## src/rtl/booth_seq_multiply_pkg.sv

```systemverilog
// Shared arithmetic definitions for the iterative multiply/divide units.
// Latency: n/a (types, constants and a pure decode function only).
// Backpressure: n/a.
package cpu_arith_pkg;

    // Default operand width of the integer datapath.
    localparam int WIDTH_DEFAULT = 32;

    // Radix-4 Booth partial-product selection.
    typedef enum logic [2:0] {
        ZERO,
        PLUS_M,
        PLUS_2M,
        MINUS_M,
        MINUS_2M
    } booth_op_e;

    // Sequencer states of the multiplier.
    typedef enum logic [1:0] {
        IDLE,
        RUN,
        FINISH
    } mul_state_e;

    // Map the window {Q[1], Q[0], q_m1} onto the Booth digit it encodes.
    function automatic booth_op_e booth_decode(input logic [2:0] win);
        booth_op_e op;
        case (win)
            3'b000, 3'b111: op = ZERO;
            3'b001, 3'b010: op = PLUS_M;
            3'b011:         op = PLUS_2M;
            3'b100:         op = MINUS_2M;
            default:        op = MINUS_M;   // 101, 110
        endcase
        return op;
    endfunction

endpackage

```

## src/rtl/booth_seq_multiply_if.sv

```systemverilog
// Request/response bundle between the control unit and the multiplier.
// Latency: n/a (wiring only).
// Backpressure: the requester must hold off new requests while busy is high.
interface booth_seq_multiply_if #(
    parameter int WIDTH = 32
) ();

    logic             start;
    logic [WIDTH-1:0] multiplicand;
    logic [WIDTH-1:0] multiplier;
    logic             busy;
    logic             done;
    logic [WIDTH-1:0] product_hi;
    logic [WIDTH-1:0] product_lo;

    // Control unit side: issues operands, observes the result.
    modport master (
        output start,
        output multiplicand,
        output multiplier,
        input  busy,
        input  done,
        input  product_hi,
        input  product_lo
    );

    // Multiplier side.
    modport slave (
        input  start,
        input  multiplicand,
        input  multiplier,
        output busy,
        output done,
        output product_hi,
        output product_lo
    );

endinterface

```

## src/rtl/booth_seq_multiply_recode.sv

```systemverilog
// Radix-4 Booth partial-product generator: selects 0, +/-M or +/-2M from a 3-bit window.
// Latency: combinational.
// Backpressure: none.
module booth_recode_r4
    import cpu_arith_pkg::*;
#(
    parameter int WIDTH = WIDTH_DEFAULT
) (
    input  logic [2:0]       i_window,
    input  logic [WIDTH+1:0] i_m,       // multiplicand, already sign-extended by 2 bits
    output logic [WIDTH+1:0] o_addend
);

    booth_op_e        w_op;
    logic [WIDTH+1:0] w_m2;

    // 2M fits because i_m carries two guard bits above the operand.
    assign w_m2 = {i_m[WIDTH:0], 1'b0};

    // Select the addend for the current Booth digit.
    always_comb begin
        w_op     = booth_decode(i_window);
        o_addend = '0;
        case (w_op)
            PLUS_M:   o_addend = i_m;
            PLUS_2M:  o_addend = w_m2;
            MINUS_M:  o_addend = -i_m;
            MINUS_2M: o_addend = -w_m2;
            default:  o_addend = '0;
        endcase
    end

endmodule

```

## src/rtl/booth_seq_multiply.sv

```systemverilog
// Sequential signed WIDTHxWIDTH multiplier, radix-4 Booth, 2 multiplier bits per clock.
// Latency: start sampled at edge 0, done pulse and product after edge WIDTH/2+1.
// Backpressure: busy high while iterating; start is ignored unless the unit is idle.
module booth_seq_multiply
    import cpu_arith_pkg::*;
#(
    parameter int WIDTH = WIDTH_DEFAULT   // even and >= 4
) (
    input  logic               clk,
    input  logic               reset_n,
    booth_seq_multiply_if.slave bus
);

    localparam int             CW       = (WIDTH / 2 > 1) ? $clog2(WIDTH / 2) : 1;
    localparam logic [CW-1:0]  CNT_INIT = CW'(WIDTH / 2 - 1);
    localparam logic [CW-1:0]  CNT_ONE  = CW'(1);

    mul_state_e       r_state;
    logic [WIDTH+1:0] r_m;       // sign-extended multiplicand
    logic [WIDTH+1:0] r_a;       // accumulator with 2 guard bits
    logic [WIDTH-1:0] r_q;       // multiplier, shifts out as product low half shifts in
    logic             r_qm1;     // bit shifted out below Q[0]
    logic [CW-1:0]    r_count;
    logic             r_busy;
    logic             r_done;
    logic [WIDTH-1:0] r_prod_hi;
    logic [WIDTH-1:0] r_prod_lo;

    logic [2:0]       w_window;
    logic [WIDTH+1:0] w_addend;
    logic [WIDTH+1:0] w_a_sum;
    logic [WIDTH+1:0] w_a_shift;
    logic [WIDTH-1:0] w_q_shift;

    assign w_window = {r_q[1:0], r_qm1};

    booth_recode_r4 #(
        .WIDTH (WIDTH)
    ) u_recode (
        .i_window (w_window),
        .i_m      (r_m),
        .o_addend (w_addend)
    );

    // Add the partial product, then arithmetic-shift {A,Q,q_m1} right by two.
    assign w_a_sum   = r_a + w_addend;
    assign w_a_shift = {{2{w_a_sum[WIDTH+1]}}, w_a_sum[WIDTH+1:2]};
    assign w_q_shift = {w_a_sum[1:0], r_q[WIDTH-1:2]};

    // Sequencer, iteration datapath and registered outputs.
    always_ff @(posedge clk or negedge reset_n) begin
        if (!reset_n) begin
            r_state   <= IDLE;
            r_m       <= '0;
            r_a       <= '0;
            r_q       <= '0;
            r_qm1     <= 1'b0;
            r_count   <= '0;
            r_busy    <= 1'b0;
            r_done    <= 1'b0;
            r_prod_hi <= '0;
            r_prod_lo <= '0;
        end else begin
            r_done <= 1'b0;
            case (r_state)
                IDLE: begin
                    r_busy <= 1'b0;
                    if (bus.start) begin
                        r_m     <= {{2{bus.multiplicand[WIDTH-1]}}, bus.multiplicand};
                        r_q     <= bus.multiplier;
                        r_a     <= '0;
                        r_qm1   <= 1'b0;
                        r_count <= CNT_INIT;
                        r_busy  <= 1'b1;
                        r_state <= RUN;
                    end
                end
                RUN: begin
                    r_a   <= w_a_shift;
                    r_q   <= w_q_shift;
                    r_qm1 <= r_q[1];
                    if (r_count == '0) begin
                        // busy drops as the last iteration retires, so FINISH shows busy=0
                        r_busy  <= 1'b0;
                        r_state <= FINISH;
                    end else begin
                        r_count <= r_count - CNT_ONE;
                    end
                end
                FINISH: begin
                    // Low 2*WIDTH bits of {A,Q}; the guard bits are pure sign extension.
                    r_prod_hi <= r_a[WIDTH-1:0];
                    r_prod_lo <= r_q;
                    r_done    <= 1'b1;
                    r_busy    <= 1'b0;
                    r_state   <= IDLE;
                end
                default: begin
                    r_busy  <= 1'b0;
                    r_state <= IDLE;
                end
            endcase
        end
    end

    assign bus.busy       = r_busy;
    assign bus.done       = r_done;
    assign bus.product_hi = r_prod_hi;
    assign bus.product_lo = r_prod_lo;

endmodule

```

## src/flat_wrapper.sv

```systemverilog
// flat-port wrapper written by rule: the top's interface ports become plain ports
module booth_seq_multiply_flat import cpu_arith_pkg::*;
#(
    parameter int WIDTH = WIDTH_DEFAULT                   
)
  (clk, reset_n, bus_start, bus_multiplicand, bus_multiplier, bus_busy, bus_done, bus_product_hi, bus_product_lo);
  booth_seq_multiply_if #(.WIDTH(WIDTH)) bus_i ();
  input  logic clk;
  input  logic reset_n;
  input wire logic [$bits(bus_i.start)-1:0] bus_start;
  input wire logic [$bits(bus_i.multiplicand)-1:0] bus_multiplicand;
  input wire logic [$bits(bus_i.multiplier)-1:0] bus_multiplier;
  output wire logic [$bits(bus_i.busy)-1:0] bus_busy;
  output wire logic [$bits(bus_i.done)-1:0] bus_done;
  output wire logic [$bits(bus_i.product_hi)-1:0] bus_product_hi;
  output wire logic [$bits(bus_i.product_lo)-1:0] bus_product_lo;
  assign bus_i.start = bus_start;
  assign bus_i.multiplicand = bus_multiplicand;
  assign bus_i.multiplier = bus_multiplier;
  assign bus_busy = bus_i.busy;
  assign bus_done = bus_i.done;
  assign bus_product_hi = bus_i.product_hi;
  assign bus_product_lo = bus_i.product_lo;
  booth_seq_multiply #(.WIDTH(WIDTH)) u_core (.clk(clk), .reset_n(reset_n), .bus(bus_i));
endmodule
```

## config.mk

```make
export PLATFORM = sky130hd
export DESIGN_NAME = booth_seq_multiply_flat
export DESIGN_NICKNAME = d
export VERILOG_FILES = /design/src/rtl/booth_seq_multiply_pkg.sv /design/src/rtl/booth_seq_multiply_if.sv /design/src/rtl/booth_seq_multiply_recode.sv /design/src/rtl/booth_seq_multiply.sv /design/src/flat_wrapper.sv
export SDC_FILE = /design/constraint.sdc
export NUM_CORES = 1
export LEC_CHECK = 0
export BUFFER_PORTS_ARGS = -buffer_cell sky130_fd_sc_hd__buf_2
export CAP_MARGIN = 15
export CORE_ASPECT_RATIO = 0.5
export CORE_UTILIZATION = 45
export CTS_BUF_LIST = sky130_fd_sc_hd__clkbuf_16
export DETAILED_ROUTE_END_ITERATION = 8
export PLACE_DENSITY = 0.65
export SETUP_SLACK_MARGIN = 0.02
export SLEW_MARGIN = 20
export SYNTH_ARGS = -nofsm -noshare
export SYNTH_HDL_FRONTEND = slang
export SYNTH_SLANG_ARGS = --single-unit
```

## constraint.sdc

```tcl
create_clock -name clk -period 5.3 [get_ports clk]
set_input_delay 0.265 -clock clk [delete_from_list [all_inputs] [get_ports clk]]
set_output_delay 0.265 -clock clk [all_outputs]
set_load 0.03 [all_outputs]
```

==> metrics.txt <==
WHS Path Cells 2; clock sink count 169; setup_tns 0 ns; DRC Markers 0; status finished, final reports clean; final setup vio count 0; fin. max-slew vios 0; minimum clock period 4.90 ns; Initial Utilization 46.3%; CP max stage delay 0.42 ns; reg2reg start u_core.r_m[1]; Worst Skew 0.0238 ns; maximum number of pins on one net before global-route repair 61; final net count 1,253; Final HPWL DP 18.7 mm; Clock transition at path regs 0.07 ns; RSZ-0062 raised after global routing no; Required @ worst endpoint 5.63 ns; number of synthesized flops with an enable pin 0; Mapped Area 10,200 um2; first-pass GRT wire length 42.7 mm; Least-Margin Pin Slew 0.992 ns; Syn Area/Cell 9.67 um2; CORE AREA 21,900 um2; number of global-route vias before repair 7,993; Detailed Route Iter0 Violations 666; die area 23,200 um2; top achievable clock speed 0.204 GHz; crit-path max FO 6; synth unique cells 62; row count 38; critical path capture point type flop; cells after synthesis 1,050; CP arrival 5.22 ns; Post-DRT Antenna Nets 0; wire length per cell 17.9 um; diode count 0; I/O pin total 133; commonest non-fill, non-tap cell in the layout dfrtp_1; initial antenna violation count 0; cells on worst reg2reg path 20; Die Y 108 um; clk buf depth 2; Total Routing Usage GR 23.6%; fraction of layout cells with a size suffix above 1 26.3%; R2R Setup Slk 0.40 ns; Filler cells 2,014; clock latency on the worst-skew pair 0.46 ns; slowest cell on the critical path or3_1; global route overflow 0; part of the cycle the worst path needs 92.4%; R2R Path End u_core.r_a[32]; Seq cells post-synth 169; most frequent cells in the layout dfrtp_1 (169), nand2_1 (146), buf_2 (131); routability-driven placement congestion ratio 0.905; WS Path Type flop to flop; dominant synthesized flop cell dfrtp_1; H-tree levels 4; Hold/Removal Path Class input port to flop; Critical Path, Cell by Cell inv_1 -> ha_1 -> nor4b_2 -> buf_4 -> nand4_1 -> or3_1 -> nand2_1 -> xnor2_1 -> a221oi_1 -> a21oi_1 -> ha_1 -> and3_1 -> nand3_1 -> a21oi_1 -> o311ai_0 -> buf_4 -> a31oi_1 -> a22oi_2 -> mux2i_1 -> o221ai_2; TritonCTS Buffers 17; root buffer cell clkbuf_16; Worst Hold Endpoint u_core.r_m[3]; DRT Pass-1 Iters 5; post-synthesis sequential area ratio 41.6%; vias post-DR 8,233; Via density 5.64; Mapped Nets 1,153; Routed WL 26.2 mm; Max-Cap Viols 0; Final Hold Vio Count 0; Yosys warning total 0; Slew headroom 33.7%; Area Growth Syn to Fin 15.3%; Multi-input gate area 5610 um2; IO buf count 132; Reg area 4230 um2; HP Start bus_multiplicand[3]; Chip Width 214 um; async set-reset flop share out of synthesis 100%; crit path launch type flop; CTS tree yes
-- metrics by stage --
stage / worst slack [ns] / utilization [%] / std cells / cell area [um2] / hold WS (ns)
6_report: 0.404 / 53.4 / 1461 / 11700 / 0.0341
5_1_grt: 0.0260 / 53.4 / 1461 / 11700 / 0.0167
4_1_cts: 0.351 / 53.4 / 1461 / 11700 / 0.0186
3_5_place_dp: 0.385 / 50.6 / 1429 / 11100 / 0.264
3_3_place_gp: 0.410 / 50.6 / 1429 / 11100 / 0.248
2_1_floorplan: 0.924 / - / 1050 / 10200 / -0.0306
-- worst max-delay path: cells and delay by family (launching register included) --
kind / cells / cell delay (ns)
flip-flops: 1 / 0.40
adder cells (fa/ha/maj): 2 / 0.69
AND/OR/NAND/NOR: 6 / 1.31
multiplexers: 1 / 0.21
XOR/XNOR: 1 / 0.08
buffers and inverters: 3 / 0.48
AO/OA/AOI/OAI: 7 / 1.57
-- cell families (layout without fill, tap and decap cells) --
family | after synthesis | count (layout) | synth area share, %
flip-flops | 169 | 169 | 41.6
XOR/XNOR | 78 | 78 | 6.73
AO/OA/AOI/OAI | 277 | 277 | 17.0
adder cells (fa/ha/maj) | 36 | 36 | 4.51
buffers and inverters | 87 | 198 | 3.42
AND/OR/NAND/NOR | 272 | 272 | 12.6
multiplexers | 131 | 131 | 14.1
-- layer usage --
layer / wire length (um) / track usage [%] / share of wire [%]
met1: 13100 / 33.4 / 50
met2: 11400 / 36.2 / 44
met3: 1190 / 5.01 / 4.5
met4: 458 / 7.14 / 1.8
met5: 0 / 0 / 0
-- worst max-delay path by stage --
stage	from	to	slack (ns)	depth (start not counted)
3_3_place_gp	u_core.r_m[9]	u_core.r_a[32]	0.41	16
2_1_floorplan	u_core.r_m[9]	u_core.r_a[32]	0.92	17
4_1_cts	u_core.r_m[9]	u_core.r_a[32]	0.35	16
3_5_place_dp	u_core.r_m[9]	u_core.r_a[32]	0.38	16
5_1_grt	u_core.r_m[1]	u_core.r_a[32]	0.03	20
6_report	u_core.r_m[1]	u_core.r_a[32]	0.40	20
-- cell usage after synthesis, drive strengths merged (2+ instances only) --
cell | number | area [um2]
dfrtp | 169 | 4230
or4 | 4 | 33.8
inv | 11 | 41.3
a21oi | 51 | 255
a22o | 4 | 35.0
nor4 | 6 | 67.6
nor2 | 46 | 173
o21bai | 9 | 67.6
nand3 | 10 | 50.1
buf | 13 | 68.8
o22ai | 3 | 18.8
mux2i | 34 | 340
or3 | 9 | 61.3
o31ai | 4 | 30.0
ha | 35 | 438
a31oi | 20 | 125
xnor2 | 52 | 455
a221oi | 21 | 184
o21ai | 102 | 518
clkbuf | 63 | 238
nor3 | 16 | 95.1
o21a | 6 | 46.3
a22oi | 12 | 90.1
nand4 | 5 | 43.8
a21o | 20 | 150
or2 | 6 | 37.5
a211oi | 12 | 90.1
o31a | 2 | 17.5
mux2 | 97 | 1090
and2 | 4 | 25.0
nand2 | 146 | 548
o221ai | 3 | 32.5
and3 | 6 | 37.5
xor2 | 26 | 228
nand2b | 8 | 50.1
o211ai | 2 | 15.0
-- timing repair --
| action | 4_1_cts | 5_1_grt |
|---|---|---|
| buffers inserted | 0 | 0 |
| endpoints found under the setup margin | 0 | 1 |
| hold endpoints to repair | 56 | 0 |
| hold buffers | 2 | 0 |
| gates resized for setup | 0 | 1 |
-- state kept, by name, summed over array words and instances, names as in the netlist --
register,cells
u_core.bus.busy,1
u_core.bus.done,1
u_core.bus.product_hi,32
u_core.bus.product_lo,32
u_core.r_a,32
u_core.r_count,4
u_core.r_m,32
u_core.r_q,32
u_core.r_qm1,1
u_core.r_state,2
-- layout make-up --
class	instances	area share, %
clock buffer	17	3.63
clock inverter	13	1.42
inverter	11	0.353
multi-input combinational	794	47.9
sequential	169	36.1
tap	300	3.21
timing repair buffer	157	7.34
Power is not shown: default switching activity piles up to over one toggle a cycle in this logic, so the estimate is an artifact.
